$ cat src/rtl/arbitro_rr.sv
// -----------------------------------------------------------------------------
// arbitro_rr -- round-robin arbiter draining four show-ahead input FIFOs into
// one downstream FIFO, with bounded bursts per queue and back-pressure pause.
//
// Parameters
//   DATA_SIZE  width of every data word (default 12)
//   BURST_LEN  consecutive pops granted to one queue before rotating (1..7)
//
// Ports
//   clk              single clock, all state changes on posedge
//   reset_L          asynchronous active-low reset
//   fifo0..3_data    head word of input FIFO i (valid while non-empty)
//   fifo_empty[3:0]  bit i high when input FIFO i is empty
//   out_almost_full  downstream FIFO at/above its almost-full threshold
//   pop[3:0]         one-hot pop strobe to input FIFO i (combinational)
//   push             registered write strobe to the downstream FIFO
//   data_out         registered word written downstream, qualified by push
//   grant[1:0]       index of the queue owning the grant
//   state[1:0]       FSM state: IDLE=0, ACTIVE=1, PAUSE=2
//   cont0..3[4:0]    per-queue push counters, only with ARB_PKT_COUNT_EN
//
// Optional feature: define ARB_PKT_COUNT_EN to add the cont0..cont3 outputs.
// -----------------------------------------------------------------------------
module arbitro_rr #(
   parameter int DATA_SIZE = 12,
   parameter int BURST_LEN = 2
) (
   input  logic                 clk,
   input  logic                 reset_L,
   input  logic [DATA_SIZE-1:0] fifo0_data,
   input  logic [DATA_SIZE-1:0] fifo1_data,
   input  logic [DATA_SIZE-1:0] fifo2_data,
   input  logic [DATA_SIZE-1:0] fifo3_data,
   input  logic [3:0]           fifo_empty,
   input  logic                 out_almost_full,
   output logic [3:0]           pop,
   output logic                 push,
   output logic [DATA_SIZE-1:0] data_out,
   output logic [1:0]           grant,
   output logic [1:0]           state
`ifdef ARB_PKT_COUNT_EN
   ,
   output logic [4:0]           cont0,
   output logic [4:0]           cont1,
   output logic [4:0]           cont2,
   output logic [4:0]           cont3
`endif
);

   localparam logic [1:0] ST_IDLE   = 2'd0;
   localparam logic [1:0] ST_ACTIVE = 2'd1;
   localparam logic [1:0] ST_PAUSE  = 2'd2;

   localparam logic [2:0] BURST_LAST = 3'(BURST_LEN - 1);

   logic [2:0]           burst_cnt;
   logic [1:0]           rr_ptr;
   logic [1:0]           state_nxt;
   logic [1:0]           grant_nxt;
   logic [2:0]           cnt_nxt;
   logic [1:0]           ptr_nxt;
   logic                 pop_any;
   logic [DATA_SIZE-1:0] head_data;
   logic                 start_hit;
   logic [1:0]           start_idx;
   logic                 next_hit;
   logic [1:0]           next_idx;

   // First non-empty queue scanning start, start+1, ... (mod 4); {found, index}.
   // The scan runs from the far end back so the nearest hit overwrites.
   function automatic logic [2:0] find_from(input logic [1:0] start,
                                            input logic [3:0] empty);
      logic [1:0] idx;
      find_from = 3'b000;
      for (int k = 3; k >= 0; k--) begin
         idx = start + 2'(k);
         if (!empty[idx]) find_from = {1'b1, idx};
      end
   endfunction

   // Scan from the saved pointer when leaving IDLE, and from grant+1 when
   // rotating. The grant+1 scan wraps back onto the granted queue itself as
   // its last candidate, so a lone busy queue keeps the grant after a burst.
   assign {start_hit, start_idx} = find_from(rr_ptr, fifo_empty);
   assign {next_hit,  next_idx}  = find_from(grant + 2'd1, fifo_empty);

   always_comb begin
      // NOTE: every signal written here gets a default first, so no path
      // leaves it unassigned and no latch is inferred.
      pop = 4'b0000;
      if (state == ST_ACTIVE && !fifo_empty[grant] && !out_almost_full)
         pop[grant] = 1'b1;
   end

   assign pop_any = |pop;

   always_comb begin
      head_data = fifo0_data;
      case (grant)
         2'd0: head_data = fifo0_data;
         2'd1: head_data = fifo1_data;
         2'd2: head_data = fifo2_data;
         2'd3: head_data = fifo3_data;
         default: head_data = fifo0_data;
      endcase
   end

   always_comb begin
      state_nxt = state;
      grant_nxt = grant;
      cnt_nxt   = burst_cnt;
      ptr_nxt   = rr_ptr;
      case (state)
         ST_IDLE: begin
            if (start_hit) begin
               state_nxt = ST_ACTIVE;
               grant_nxt = start_idx;
               cnt_nxt   = 3'd0;
            end
         end
         ST_ACTIVE: begin
            // Back-pressure wins over everything, including all-empty.
            if (out_almost_full) begin
               state_nxt = ST_PAUSE;
            end else if (pop_any) begin
               if (burst_cnt == BURST_LAST) begin
                  grant_nxt = next_idx;
                  cnt_nxt   = 3'd0;
               end else begin
                  cnt_nxt = burst_cnt + 3'd1;
               end
            end else if (next_hit) begin
               // Granted queue ran dry; hand over to the next busy queue.
               grant_nxt = next_idx;
               cnt_nxt   = 3'd0;
            end else begin
               // Everything empty: park, and resume after this queue later.
               state_nxt = ST_IDLE;
               ptr_nxt   = grant + 2'd1;
               cnt_nxt   = 3'd0;
            end
         end
         ST_PAUSE: begin
            if (!out_almost_full) state_nxt = ST_ACTIVE;
         end
         default: state_nxt = ST_IDLE;
      endcase
   end

   // NOTE: sequential state uses non-blocking assignments so every register
   // samples pre-edge values regardless of statement order.
   always_ff @(posedge clk or negedge reset_L) begin
      if (!reset_L) begin
         state     <= ST_IDLE;
         grant     <= 2'd0;
         burst_cnt <= 3'd0;
         rr_ptr    <= 2'd0;
         push      <= 1'b0;
         data_out  <= '0;
      end else begin
         state     <= state_nxt;
         grant     <= grant_nxt;
         burst_cnt <= cnt_nxt;
         rr_ptr    <= ptr_nxt;
         push      <= pop_any;
         if (pop_any) data_out <= head_data;
      end
   end

`ifdef ARB_PKT_COUNT_EN
   // Source queue of the push in flight; counters advance when it lands.
   logic [1:0] push_src;

   always_ff @(posedge clk or negedge reset_L) begin
      if (!reset_L) begin
         push_src <= 2'd0;
         cont0    <= 5'd0;
         cont1    <= 5'd0;
         cont2    <= 5'd0;
         cont3    <= 5'd0;
      end else begin
         if (pop_any) push_src <= grant;
         if (push) begin
            case (push_src)
               2'd0: cont0 <= cont0 + 5'd1;
               2'd1: cont1 <= cont1 + 5'd1;
               2'd2: cont2 <= cont2 + 5'd1;
               2'd3: cont3 <= cont3 + 5'd1;
               default: cont0 <= cont0;
            endcase
         end
      end
   end
`endif

endmodule

$ cat config.mk
export PLATFORM = sky130hd
export DESIGN_NAME = arbitro_rr
export DESIGN_NICKNAME = d
export VERILOG_FILES = /design/src/rtl/arbitro_rr.sv
export SDC_FILE = /design/constraint.sdc
export NUM_CORES = 1
export LEC_CHECK = 0
export ABC_AREA = 0
export BUFFER_PORTS_ARGS = -buffer_cell sky130_fd_sc_hd__buf_4
export CAP_MARGIN = 20
export CORE_MARGIN = 4
export CORE_UTILIZATION = 49
export DETAILED_ROUTE_END_ITERATION = 16
export GPL_TIMING_DRIVEN = 0
export PLACE_DENSITY = 0.95
export SLEW_MARGIN = 30
export SYNTH_ARGS = -nofsm -noshare
export SYNTH_HDL_FRONTEND = slang
export SYNTH_SLANG_ARGS = --single-unit
$ cat constraint.sdc
create_clock -name clk -period 4.2 [get_ports clk]
set_clock_uncertainty 0.15 [all_clocks]
set_input_delay 0.21 -clock clk [delete_from_list [all_inputs] [get_ports clk]]
set_output_delay 0.21 -clock clk [all_outputs]
set_load 0.02 [all_outputs]
==> Implementation_results.wiki <==
{| class="wikitable"
! Metric !! Value
|-
| Layout area overhead || 45.02%
|-
| Crit start category || flip-flop
|-
| Wire length on met1 || 1717 um
|-
| Total Negative Setup Slacks || 0 ps
|-
| RSZ-0062 raised after global routing || no
|-
| Slowest cell delay on critical path || 460 ps
|-
| Maximum root-to-sink buffer count || 2
|-
| Share of the yosys chip area belonging to registers || 37.16%
|-
| Share of flip-flops with an asynchronous set or reset || between 90% and 100%
|-
| Final Critical Period || ~2600 ps
|-
| Insertion delay of the later-clocked pin in the worst-skew pair || ~310 ps
|-
| Number of global-route vias before repair || approximately 1600
|-
| Starting density of the core || around 52%
|-
| Via count || ~1700
|-
| Most common cell in the netlist || sky130_fd_sc_hd__dfrtp_1
|-
| DRC violations left || 0
|-
| Post-Place Cells || approximately 280
|-
| Nets in the synthesized netlist || 230
|-
| Share of total power in combinational logic || around 60%
|-
| Cells along the critical path || clkbuf_1, inv_1, ha_1, clkbuf_1, and2_1, buf_4
|-
| Placeable core region || about 2800 um2
|-
| Diode insertion count for antenna repair || 0
|-
| Top cell by count, worst path || sky130_fd_sc_hd__clkbuf_1
|-
| CTS buffer count || 3
|-
| Required time of the critical path || around 3800 ps
|-
| Slew HR || approximately two thirds
|-
| DRT antenna net count || 0
|-
| Post-synthesis instance area || around 1500 um2
|-
| Part of the total power dissipated in sequential elements || a little over a quarter
|-
| Port Buffers || 74
|-
| Clock network fraction of design power || around an eighth
|-
| Post-DR vias/cell || about 6
|-
| Detailed Route Iter0 Violations || 219
|-
| Synth warnings || 0
|-
| Share of the clock period used by the worst path after layout || between 60% and 70%
|-
| Largest driver fanout on the critical path || 10
|-
| Final Slew Violations || 0
|-
| Status || completed
|-
| Total power density per cell area || 651.0 nW/um2
|-
| Final Setup Violations || 0
|-
| CTS tree || done
|-
| Wire per inst || 16.20 um
|-
| Wire length of the first global-routing pass || ~7500 um
|-
| Non-Filler Instances || 281
|-
| Switching portion of total power || 46.13%
|-
| Count of mapped cells out of synthesis || 170
|-
| Final Worst Setup Slack || around 1600 ps
|-
| Transition at the pin with the smallest max-transition slack || 498.6 ps
|-
| Die X || 62.99 um
|-
| Share of Yosys cell area claimed by the top area cell type || between 30% and 40%
|-
| Met2 wire length || ~2300 um
|-
| Number of storage elements in the synthesis netlist || 22
|-
| Cell type with the largest total area after synthesis || sky130_fd_sc_hd__dfrtp_1
|-
| HPWL after detailed placement || about 3500 um
|-
| Buffers inserted by post-CTS timing repair || 0
|-
| Top-level port count || 76
|-
| Number of detailed-routing iterations run before antenna repair || 8
|-
| Post-layout total power || between 1000 and 1500 uW
|-
| Final RePlAce weighted congestion || between 0.8 and 0.9
|-
| Total detailed-routing wirelength || roughly 4600 um
|-
| Leading post-synthesis cells by instance count || 22 x sky130_fd_sc_hd__dfrtp_1, 20 x sky130_fd_sc_hd__nor2_1, 19 x sky130_fd_sc_hd__a21oi_1, 19 x sky130_fd_sc_hd__nand2_1, 12 x sky130_fd_sc_hd__a222oi_1
|-
| Peak supply drop || roughly 0.00039 V
|-
| Total Nets Final || 311
|-
| Cells taking the most area after synthesis || sky130_fd_sc_hd__dfrtp_1 37%, sky130_fd_sc_hd__a222oi_1 8.1%, sky130_fd_sc_hd__a21oi_1 6.4%
|-
| Maxcap violations || 0
|-
| Worst hold path type || input pin to flip-flop
|-
| Antenna violations before repair || 0
|-
| GRT Overall Usage || ~23%
|-
| Height of the die || around 63 um
|-
| Data arrival time of the critical path || roughly 2300 ps
|-
| Share of layout cells above drive strength 1 || about 38%
|-
| DIE AREA || roughly 4000 um2
|-
| Prevailing post-synth register cell || sky130_fd_sc_hd__dfrtp_1
|-
| H-tree depth || 1
|-
| Sw Pwr || around 650 uW
|-
| Number of enable-type register cells in the synthesized netlist || 0
|-
| Met3 layer wire length in the routed design || approximately 500 um
|-
| Number of clock sinks || 22
|-
| Highest routed metal layer || met4
|-
| Critical path type || flip-flop to output pin
|-
| Leakage dissipation || 0.001062 uW
|-
| Maximum number of pins on one net before global-route repair || 23
|-
| Clk slew on worst S/H paths || around 130 ps
|-
| Congestion Overflow GR || 0
|-
| Placement Setup Slack || approximately 1700 ps
|-
| Count of different cell masters after synthesis || 38
|-
| Slowest cell on crit path || sky130_fd_sc_hd__dfrtp_1
|-
| Crit path capture type || output pin
|-
| Root buf cell || sky130_fd_sc_hd__clkbuf_4
|-
| Cell row count || 19
|-
| Hold violation count in the final report || 0
|-
| Average footprint of a synthesized cell || 8.714 um2
|-
| Fmax || about 380 MHz
|-
| Internal power summed over all cells || approximately 750 uW
|}
-- placed cells by master (no fill, tap or decap), types with 2 or more instances in the layout --
cell type,Yosys,layout
sky130_fd_sc_hd__a21o_1,2,2
sky130_fd_sc_hd__a21oi_1,19,19
sky130_fd_sc_hd__a222oi_1,12,12
sky130_fd_sc_hd__a22oi_1,2,2
sky130_fd_sc_hd__and2_1,4,4
sky130_fd_sc_hd__and3b_1,2,2
sky130_fd_sc_hd__buf_4,0,74
sky130_fd_sc_hd__buf_6,4,4
sky130_fd_sc_hd__clkbuf_1,7,7
sky130_fd_sc_hd__clkbuf_4,0,3
sky130_fd_sc_hd__dfrtp_1,22,22
sky130_fd_sc_hd__dlygate4sd3_1,0,2
sky130_fd_sc_hd__ha_1,5,5
sky130_fd_sc_hd__inv_1,3,3
sky130_fd_sc_hd__nand2_1,19,19
sky130_fd_sc_hd__nand2b_1,3,3
sky130_fd_sc_hd__nor2_1,20,20
sky130_fd_sc_hd__nor3b_1,2,2
sky130_fd_sc_hd__nor4_1,3,3
sky130_fd_sc_hd__o21ai_0,9,9
sky130_fd_sc_hd__o21ai_1,5,5
sky130_fd_sc_hd__o21ai_2,8,8
-- sequential cells by signal, indices dropped and copies added, names as in the netlist --
name,cells
burst_cnt,3
data_out,12
grant,2
push,1
rr_ptr,2
state,2
-- layout make-up --
cell class                 count  area (um2)
timing repair buffer          76       575.6
tap                           31       38.79
multi-input combinational    133       844.6
sequential                    22       550.5
fill                         208       680.7
buffer                        11       71.32
clock inverter                 1       30.03
inverter                       4       15.01
clock buffer                   3       22.52
-- metrics by stage --
step	utilization, %	cell area (um2)	hold slack (ps)
6_report	75.94	2148	5.771
5_1_grt	75.94	2148	2.861
4_1_cts	75.94	2148	5.370
3_5_place_dp	73.37	2076	-37.08
3_3_place_gp	73.37	2076	-42.80
2_1_floorplan	-	1481	-235.6
-- cell families after synthesis --
| kind of cell | after synthesis | share of synthesized area (%) |
|---|---|---|
| simple gates | 64 | 21.71 |
| compound gates | 62 | 28.80 |
| flops | 22 | 37.16 |
| buf+inv | 15 | 5.828 |
| fa+ha+maj | 5 | 4.223 |
| mux | 2 | 2.280 |
-- critical path, delay by kind of cell, from the launching register on --
kind | cells | cell delay, ps
flops | 1 | 460
fa+ha+maj | 1 | 290
simple gates | 1 | 200
buf+inv | 4 | 1000
-- routing by layer --
metal  vias to the layer above  GRT usage, %
met3                         4         5.755
li1                        796             -
met5                         -             0
met2                        90         42.56
met4                         0         3.857
met1                       776         27.41
-- power groups by stage --
stage | combinational (uW) | clock [uW] | sequential [uW]
3_5_place_dp | 860 | 0 | 373
2_1_floorplan | 497 | 0 | 439
4_1_cts | 866 | 166 | 369
3_3_place_gp | 839 | 0 | 368
6_report | 864 | 164 | 370
5_1_grt | 941 | 178 | 387
-- worst paths after layout --
path                               start     endpoint  slack [ps]  depth (start not counted)
min in group asynchronous        reset_L  data_out[6]         170                          2
hold reg to reg              data_out[8]  data_out[8]         350                          2
setup reg to reg                grant[0]     grant[0]        1600                          8
max in group asynchronous        reset_L  data_out[5]        3510                          2
setup / recovery                grant[0]       pop[2]        1590                          6
hold / removal             fifo0_data[2]  data_out[2]           6                          3
-- repair_timing --
item / 4_1_cts / 5_1_grt
hold endpoints to repair: 23 / 0
hold buffers: 2 / 0
resized for setup: 0 / 0
endpoints found under the setup margin: 0 / 0
Power figures use the tool's default switching activity.
